## src/rtl/alu_ctrl_stage.sv

```systemverilog
// alu_ctrl_stage: registered ALU-control decode between ID and the ID/EX register.
// Decodes alu_op/funct into an ALU operation code behind a valid/ready handshake,
// with flush and a MULT/DIV busy sequencer that stalls HI/LO-dependent ops.
// Optional feature macro: ALUCTRL_MULDIV_EN (MULT/DIV/MFHI/MFLO decode + busy FSM).
module alu_ctrl_stage #(
    parameter int unsigned FUNC_W        = 6,
    parameter int unsigned CTRL_W        = 4,
    parameter int unsigned MULDIV_CYCLES = 32
) (
    input  logic              clk,
    input  logic              reset,
    input  logic              in_valid,
    output logic              in_ready,
    input  logic [2:0]        alu_op,
    input  logic [FUNC_W-1:0] func,
    input  logic              flush,
    output logic              out_valid,
    input  logic              out_ready,
    output logic [CTRL_W-1:0] alu_control,
    output logic              illegal,
    output logic              muldiv_busy
);

    localparam int unsigned CODE_W = 4;

    localparam logic [CODE_W-1:0] C_AND  = 4'b0000;
    localparam logic [CODE_W-1:0] C_OR   = 4'b0001;
    localparam logic [CODE_W-1:0] C_ADD  = 4'b0010;
    localparam logic [CODE_W-1:0] C_XOR  = 4'b0011;
    localparam logic [CODE_W-1:0] C_SUB  = 4'b0110;
    localparam logic [CODE_W-1:0] C_SLT  = 4'b0111;
    localparam logic [CODE_W-1:0] C_SLL  = 4'b1000;
    localparam logic [CODE_W-1:0] C_SRL  = 4'b1001;
    localparam logic [CODE_W-1:0] C_SRA  = 4'b1010;
    localparam logic [CODE_W-1:0] C_LUI  = 4'b1011;
    localparam logic [CODE_W-1:0] C_NOR  = 4'b1100;
`ifdef ALUCTRL_MULDIV_EN
    localparam logic [CODE_W-1:0] C_MFHI = 4'b0100;
    localparam logic [CODE_W-1:0] C_MFLO = 4'b0101;
    localparam logic [CODE_W-1:0] C_MULT = 4'b1101;
    localparam logic [CODE_W-1:0] C_DIV  = 4'b1110;
`endif

    logic [CODE_W-1:0] code_c;
    logic              illegal_c;
    logic              is_hilo_c;
    logic              is_muldiv_c;
    logic              in_ready_c;
    logic              accept_c;

    logic              out_valid_q;
    logic [CTRL_W-1:0] alu_control_q;
    logic              illegal_q;

    // Combinational decode of the offered instruction
    always_comb begin
        code_c      = C_ADD;
        illegal_c   = 1'b0;
        is_hilo_c   = 1'b0;
        is_muldiv_c = 1'b0;
        case (alu_op)
            3'b000: code_c = C_ADD;
            3'b001: code_c = C_SUB;
            3'b011: code_c = C_AND;
            3'b100: code_c = C_OR;
            3'b101: code_c = C_SLT;
            3'b110: code_c = C_LUI;
            3'b111: code_c = C_XOR;
            default: begin
                case (func)
                    FUNC_W'(6'b100000), FUNC_W'(6'b100001): code_c = C_ADD;
                    FUNC_W'(6'b100010), FUNC_W'(6'b100011): code_c = C_SUB;
                    FUNC_W'(6'b100100): code_c = C_AND;
                    FUNC_W'(6'b100101): code_c = C_OR;
                    FUNC_W'(6'b100110): code_c = C_XOR;
                    FUNC_W'(6'b100111): code_c = C_NOR;
                    FUNC_W'(6'b101010): code_c = C_SLT;
                    FUNC_W'(6'b000000): code_c = C_SLL;
                    FUNC_W'(6'b000010): code_c = C_SRL;
                    FUNC_W'(6'b000011): code_c = C_SRA;
`ifdef ALUCTRL_MULDIV_EN
                    FUNC_W'(6'b010000): begin
                        code_c    = C_MFHI;
                        is_hilo_c = 1'b1;
                    end
                    FUNC_W'(6'b010010): begin
                        code_c    = C_MFLO;
                        is_hilo_c = 1'b1;
                    end
                    FUNC_W'(6'b011000), FUNC_W'(6'b011001): begin
                        code_c      = C_MULT;
                        is_hilo_c   = 1'b1;
                        is_muldiv_c = 1'b1;
                    end
                    FUNC_W'(6'b011010), FUNC_W'(6'b011011): begin
                        code_c      = C_DIV;
                        is_hilo_c   = 1'b1;
                        is_muldiv_c = 1'b1;
                    end
`endif
                    default: begin
                        code_c    = C_ADD;
                        illegal_c = 1'b1;
                    end
                endcase
            end
        endcase
    end

`ifdef ALUCTRL_MULDIV_EN
    localparam int unsigned CNT_W = (MULDIV_CYCLES >= 2) ? $clog2(MULDIV_CYCLES) : 1;
    localparam logic [CNT_W-1:0] CNT_LOAD = CNT_W'(MULDIV_CYCLES - 1);

    typedef enum logic {
        ST_IDLE = 1'b0,
        ST_BUSY = 1'b1
    } state_t;

    state_t           state_q;
    logic [CNT_W-1:0] cnt_q;
    logic             busy_q;
    logic             muldiv_start_c;

    // A flushed MULT/DIV never reaches EX, so it must not start the sequencer
    assign muldiv_start_c = accept_c && is_muldiv_c && !flush;
    assign in_ready_c     = (!out_valid_q || out_ready) && !(busy_q && is_hilo_c);
    assign muldiv_busy    = busy_q;

    // MULT/DIV sequencer: busy for MULDIV_CYCLES cycles after the accepting edge
    always_ff @(posedge clk) begin
        if (reset) begin
            state_q <= ST_IDLE;
            cnt_q   <= '0;
            busy_q  <= 1'b0;
        end else begin
            case (state_q)
                ST_IDLE: begin
                    if (muldiv_start_c) begin
                        state_q <= ST_BUSY;
                        cnt_q   <= CNT_LOAD;
                        busy_q  <= 1'b1;
                    end
                end
                ST_BUSY: begin
                    if (cnt_q == '0) begin
                        state_q <= ST_IDLE;
                        busy_q  <= 1'b0;
                    end else begin
                        cnt_q <= cnt_q - CNT_W'(1);
                    end
                end
                default: begin
                    state_q <= ST_IDLE;
                    cnt_q   <= '0;
                    busy_q  <= 1'b0;
                end
            endcase
        end
    end
`else
    // Sequencer not built: HI/LO ops decode as illegal and nothing stalls
    logic unused_cfg;
    assign unused_cfg  = (MULDIV_CYCLES >= 32'd2) ^ is_hilo_c ^ is_muldiv_c;
    assign in_ready_c  = !out_valid_q || out_ready;
    assign muldiv_busy = 1'b0;
`endif

    assign accept_c = in_valid && in_ready_c;
    assign in_ready = in_ready_c;

    // Output register: flush beats load, load beats drain, otherwise hold
    always_ff @(posedge clk) begin
        if (reset) begin
            out_valid_q   <= 1'b0;
            alu_control_q <= '0;
            illegal_q     <= 1'b0;
        end else if (flush) begin
            out_valid_q <= 1'b0;
        end else if (accept_c) begin
            out_valid_q   <= 1'b1;
            alu_control_q <= CTRL_W'(code_c);
            illegal_q     <= illegal_c;
        end else if (out_ready) begin
            out_valid_q <= 1'b0;
        end
    end

    assign out_valid   = out_valid_q;
    assign alu_control = alu_control_q;
    assign illegal     = illegal_q;

endmodule

```

## config.mk

```make
export PLATFORM = sky130hd
export DESIGN_NAME = alu_ctrl_stage
export DESIGN_NICKNAME = d
export VERILOG_FILES = /design/src/rtl/alu_ctrl_stage.sv
export SDC_FILE = /design/constraint.sdc
export NUM_CORES = 1
export LEC_CHECK = 0
export ABC_CLOCK_PERIOD_IN_PS = 3390
export BUFFER_PORTS_ARGS = -buffer_cell sky130_fd_sc_hd__buf_2
export CAP_MARGIN = 0
export CORE_AREA = 2 2 39 41
export CTS_CLUSTER_DIAMETER = 30
export DETAILED_ROUTE_END_ITERATION = 8
export DIE_AREA = 0 0 41 43
export HOLD_SLACK_MARGIN = 0.08
export MAX_ROUTING_LAYER = met4
export SKIP_LAST_GASP = 1
export SLEW_MARGIN = 10
export SYNTH_ARGS = -nofsm -noshare
export SYNTH_HDL_FRONTEND = slang
export SYNTH_SLANG_ARGS = --single-unit
export TNS_END_PERCENT = 5
```

## constraint.sdc

```tcl
create_clock -name clk -period 3.39 [get_ports clk]
set_input_delay 0.5085 -clock clk [delete_from_list [all_inputs] [get_ports clk]]
set_output_delay 0.5085 -clock clk [all_outputs]
set_load 0.02 [all_outputs]
```

==> results.cfg, run 1 <==
[placement]
dp_cells = 93
place_congestion = 0.776
port_buffers = 20
dp_hpwl_microns = 935
place_ws_ns = 1.85

[power]
leakage_uw = 0.000280
p_sw_uw = 58.2
switching_share = 0.299
p_int_uw = 136
p_per_area_mw_per_mm2 = 324
pwr-share-seq = 0.392
ir_drop_mv = 0.0777
p_clk_frac = 0.343
power_frac_comb = 0.264

[die]
fp-row-count = 14
fp.dieArea_sq_mm = 0.00176
core_sq_mm = 0.00138
die_y_microns = 43
start_util = 0.344
dieWidth_microns = 41
ios = 22

[sta]
rsz0062_at_grt = no
period_needed_ns = 1.46
hold_violations = 0
finalWorstSetupSlack_ns = 1.93
fmax_ghz = 0.686
setup_violations = 0
finalMaxSlewViolations = 0
fin_crit_sh = 0.430
finalSetupTns_ns = 0
final.setup_skew_ns = 0.00516

[detailed_routing]
remaining_drc_errors = 0
via_count = 499
ant_nets = 0
drt_iter0_markers = 4
drt-total-wl_microns = 1110
wl_per_cell_microns = 11.5
vias_per_cell = 5.20
first_pass_iters = 2

[finish]
layout_commonest_cell = buf_2
final_cell_mix = buf_2, nor2_1, dfxtp_1
multi_input_area_sq_um = 327
nets = 96
regArea_sq_um = 120
fin_cells = 96
insertedDiodeCount = 0
drive_above_1_share = 0.363
fillers = 159
synthToLayoutAreaGrowth_pct = 26.3

[min_path]
hold_path.class = input port to flip-flop
holdPathStages = 2
hp-start = flush

[clock_network]
ctsResizeCount = 0
holdBufCountCts = 0
cts_tree = built
clk_pin_slew_worst_paths_ns = 0.04
insertion_delay_ns = 0.25
htreeDepth = 1
cts-root-buf = clkbuf_4
post_cts_buffers = 0
clock-sinks = 6
cts.path.max_buffers = 2
numCtsBuffers = 3

[worst_setup_path]
crit_path_start_kind = input port
cp-startpoint = out_ready
path_max_fanout = 3
required_ns = 2.88
worstSetupPathType = input port to output port
worstPathArrival_ns = 0.95
r2r_cells = 4
crit_path_end_kind = output port
r2r-start = out_valid

[synth]
synthArstFlopShare = 0
syn_nets = 74
synth-seq-cells = 6
yosys.cell_types.count = 35
avgSynthCellArea_sq_um = 7.92
ys.warnings.count = 0
syn-instance-count = 60
netlist_area_sq_um = 475
synth-main-ff-cell = dfxtp_1
yosysSeqAreaShare = 0.253
synth_edf_count = 0

[global_routing]
grt_pass1_wl_microns = 1610
first_global_vias = 437
grt_antenna_before_repair = 0
grt_overflow = 0
grt_max_degree = 11
grt_usage = 0.140

[status]
status = finished clean

[run]
maxCapViolations = 0
[routing by layer]
layer	GRT usage	up-vias	wire, microns
met1	0.152	214	490
li1	-	259	-
met3	0.0157	3	102
met5	-	-	0
met4	0.100	0	21
met2	0.222	23	493
[power groups by stage]
stage	clock network [uW]	logic, uW	registers [uW]
global placement	0	51.3	77.6
detailed placement	0	51.5	77.9
floorplan	0	27.6	82.5
global route	73.7	56.4	76.7
CTS	68.9	51.8	76.4
finish	66.8	51.4	76.4
[flip-flops by register name, summed over array words and instances, names as in the netlist]
| register | count |
|---|---|
| alu_control | 4 |
| illegal | 1 |
| out_valid | 1 |
[layout make-up]
class / count / area share
clock buffers: 3 / 0.0375
inverters: 3 / 0.0188
multi-input cells: 48 / 0.544
flip-flops and latches: 6 / 0.200
well taps: 16 / 0.0333
repair buffers: 20 / 0.167
[worst paths after layout]
| kind | endpoint | slack (ns) |
|---|---|---|
| setup / recovery | in_ready | 1.93 |
| hold / removal | out_valid | 0.47 |
| hold reg to reg | illegal | 0.50 |
| setup reg to reg | alu_control[3] | 2.13 |
[metrics by stage]
step | hold slack, ns | power, uW | instance area [sq um] | utilization
finish | 0.470 | 195 | 601 | 0.434
global route | 0.469 | 207 | 601 | 0.434
CTS | 0.466 | 197 | 601 | 0.434
detailed placement | 0.488 | 129 | 578 | 0.418
global placement | 0.483 | 129 | 578 | 0.418
floorplan | 0.563 | 110 | 475 | -
[kinds of logic after synthesis]
group           count (synthesis)  share of synthesized area
mux                             2                     0.0447
other cells                     1                    0.00789
buf+inv                         6                     0.0605
xor+xnor                        1                     0.0184
compound gates                 15                      0.242
flops                           6                      0.253
simple gates                   29                      0.374
[synthesized netlist by cell type (2+ instances only)]
library cell,number,area share
nor2_1,9,0.071
dfxtp_1,6,0.25
nand2b_1,4,0.053
nand2_1,3,0.024
nor3_1,3,0.032
a21oi_1,2,0.021
a31oi_1,2,0.026
buf_2,2,0.021
inv_1,2,0.016
o21ai_0,2,0.021
[worst max-delay path, stage by stage]
cell and delay, ns:
buf_2 0.11, nor2b_4 0.14, inv_2 0.04, buf_2 0.15
No activity file was read; power rests on OpenSTA's default activity.
==> inputs of run 2 (changes only) <==
--- a/config.mk
+++ b/config.mk
@@ -5,7 +5,7 @@
 export SDC_FILE = /design/constraint.sdc
 export NUM_CORES = 1
 export LEC_CHECK = 0
-export ABC_CLOCK_PERIOD_IN_PS = 3390
+export ABC_CLOCK_PERIOD_IN_PS = 1200
 export BUFFER_PORTS_ARGS = -buffer_cell sky130_fd_sc_hd__buf_2
 export CAP_MARGIN = 0
 export CORE_AREA = 2 2 39 41
@@ -14,6 +14,7 @@
 export DIE_AREA = 0 0 41 43
 export HOLD_SLACK_MARGIN = 0.08
 export MAX_ROUTING_LAYER = met4
+export PLACE_DENSITY = 0.66
 export SKIP_LAST_GASP = 1
 export SLEW_MARGIN = 10
 export SYNTH_ARGS = -nofsm -noshare
==> constraint.sdc (replaced) <==
create_clock -name clk -period 1.2 [get_ports clk]
set_input_delay 0.18 -clock clk [delete_from_list [all_inputs] [get_ports clk]]
set_output_delay 0.18 -clock clk [all_outputs]
set_load 0.02 [all_outputs]
==> run 2 against run 1 <==
  * Sequential share of layout area down 1.4 points
  * Clock-buffer cell count up 1
  * Combinational power rose to 3.2 times the previous value
==> results.cfg, run 2 (same netlist as run 1, synthesis figures left out) <==
[detailed_routing]
ant_nets = 0
first_pass_iters = 4
via_count = 508
drt-total-wl_microns = 1100
vias_per_cell = 4.93
remaining_drc_errors = 0
wl_per_cell_microns = 10.7
drt_iter0_markers = 8

[worst_setup_path]
reg2reg_slack_ns = 0.03
r2r-start = out_valid
path_max_fanout = 4
required_ns = 1.34
r2r_cells = 4
worstSetupPathType = flip-flop to flip-flop
crit_path_start_kind = flip-flop
worstPathArrival_ns = 1.31
crit_path_end_kind = flip-flop
reg2reg_to = alu_control[3]

[power]
total_power_uw = 581
p_per_area_mw_per_mm2 = 873
p_clk_frac = 0.347
leakage_uw = 0.000313
p_int_uw = 412
p_sw_uw = 169
ir_drop_mv = 0.290
switching_share = 0.291
pwr-share-seq = 0.370
power_frac_comb = 0.283

[sta]
period_needed_ns = 1.17
fmax_ghz = 0.856
setup_violations = 0
rsz0062_at_grt = yes
whs_ns = 0.148
final.setup_skew_ns = 0.00238
fin_crit_sh = 0.973
hold_violations = 0
finalMaxSlewViolations = 0

[finish]
insertedDiodeCount = 0
layout_commonest_cell = buf_2
fin_util = 0.481
synthToLayoutAreaGrowth_pct = 40.0
final_area_sq_um = 666
final_cell_mix = buf_2, nor2_1, dfxtp_1, buf_4, nand2b_1
nets = 102
largest_reg_flops = 4
drive_above_1_share = 0.425
fillers = 143

[clock_network]
cts_tree = built
htreeDepth = 1
cts-root-buf = clkbuf_4
clk_pin_slew_worst_paths_ns = 0.05
numCtsBuffers = 3
insertion_delay_ns = 0.24
cts.path.max_buffers = 2
clock-sinks = 6

[global_routing]
grt_antenna_before_repair = 0
first_global_vias = 483
grt_pass1_wl_microns = 1810
grt_max_degree = 11
grt_overflow = 0
grt_usage = 0.150

[placement]
place_congestion = 0.721
port_buffers = 20
placed_area_sq_um = 622
dp_hpwl_microns = 890

[min_path]
hold_path.class = input port to flip-flop
hp-start = flush
hold_end = out_valid
holdPathStages = 2

[die]
fp-row-count = 14
fp.dieArea_sq_mm = 0.00176
start_util = 0.344
core_sq_mm = 0.00138
die_y_microns = 43
dieWidth_microns = 41
ios = 22

[run]
maxCapViolations = 0

[status]
status = finished clean
-- run 2: metrics by stage --
step,setup slack (ns),std cells,setup TNS [ns]
floorplan,0.000202,60,0
global placement,0.00395,98,0
detailed placement,-0.0185,98,-0.0228
CTS,-0.0106,102,-0.0106
global route,-0.0570,103,-0.136
finish,0.0319,103,0
-- run 2: power groups by stage --
| stage | Clock (uW) | Combinational (uW) | Sequential [uW] |
|---|---|---|---|
| 2_1_floorplan | 0 | 78.6 | 232 |
| 3_3_place_gp | 0 | 156 | 218 |
| 3_5_place_dp | 0 | 157 | 219 |
| 4_1_cts | 213 | 161 | 215 |
| 5_1_grt | 225 | 183 | 216 |
| 6_report | 202 | 164 | 215 |
-- run 2: worst max-delay path, cell delays in order, from the launching register on --
cell and delay, ns:
dfxtp_4 0.33, nor2b_4 0.13, nor3b_4 0.25, nor2_1 0.08, a2111oi_2 0.27
-- run 2: how the worst max path moves through the flow --
stage | cells past startpoint | endpoint | slack (ns) | from
after CTS | 5 | alu_control[3] | -0.01 | out_valid
after floorplan | 4 | alu_control[3] | 0.0002 | out_valid
after global routing | 4 | alu_control[3] | -0.06 | out_valid
final | 4 | alu_control[3] | 0.03 | out_valid
after detailed placement | 5 | alu_control[1] | -0.02 | out_valid
after global placement | 5 | alu_control[0] | 0.004 | func[2]
-- run 2: per-layer routing --
layer,global-route usage,vias up,wire [microns]
met1,0.183,217,501
met5,-,-,0
met3,0.0366,0,91
li1,-,269,-
met2,0.228,22,511
met4,0.0600,0,0
-- run 2: final cells by class --
class | instances | area, sq um | area share
tap | 16 | 20.0 | 0.0301
inverter | 3 | 11.3 | 0.0169
multi-input combinational | 48 | 335 | 0.504
timing repair buffer | 26 | 149 | 0.224
clock buffer | 4 | 26.3 | 0.0395
sequential | 6 | 124 | 0.186
-- run 2: timing repair --
action | CTS | global route
setup endpoints to repair | 1 | 3
buffers inserted | 0 | 1
resized for setup | 1 | 1
pin swaps | 0 | 4
hold buffers | 0 | 0
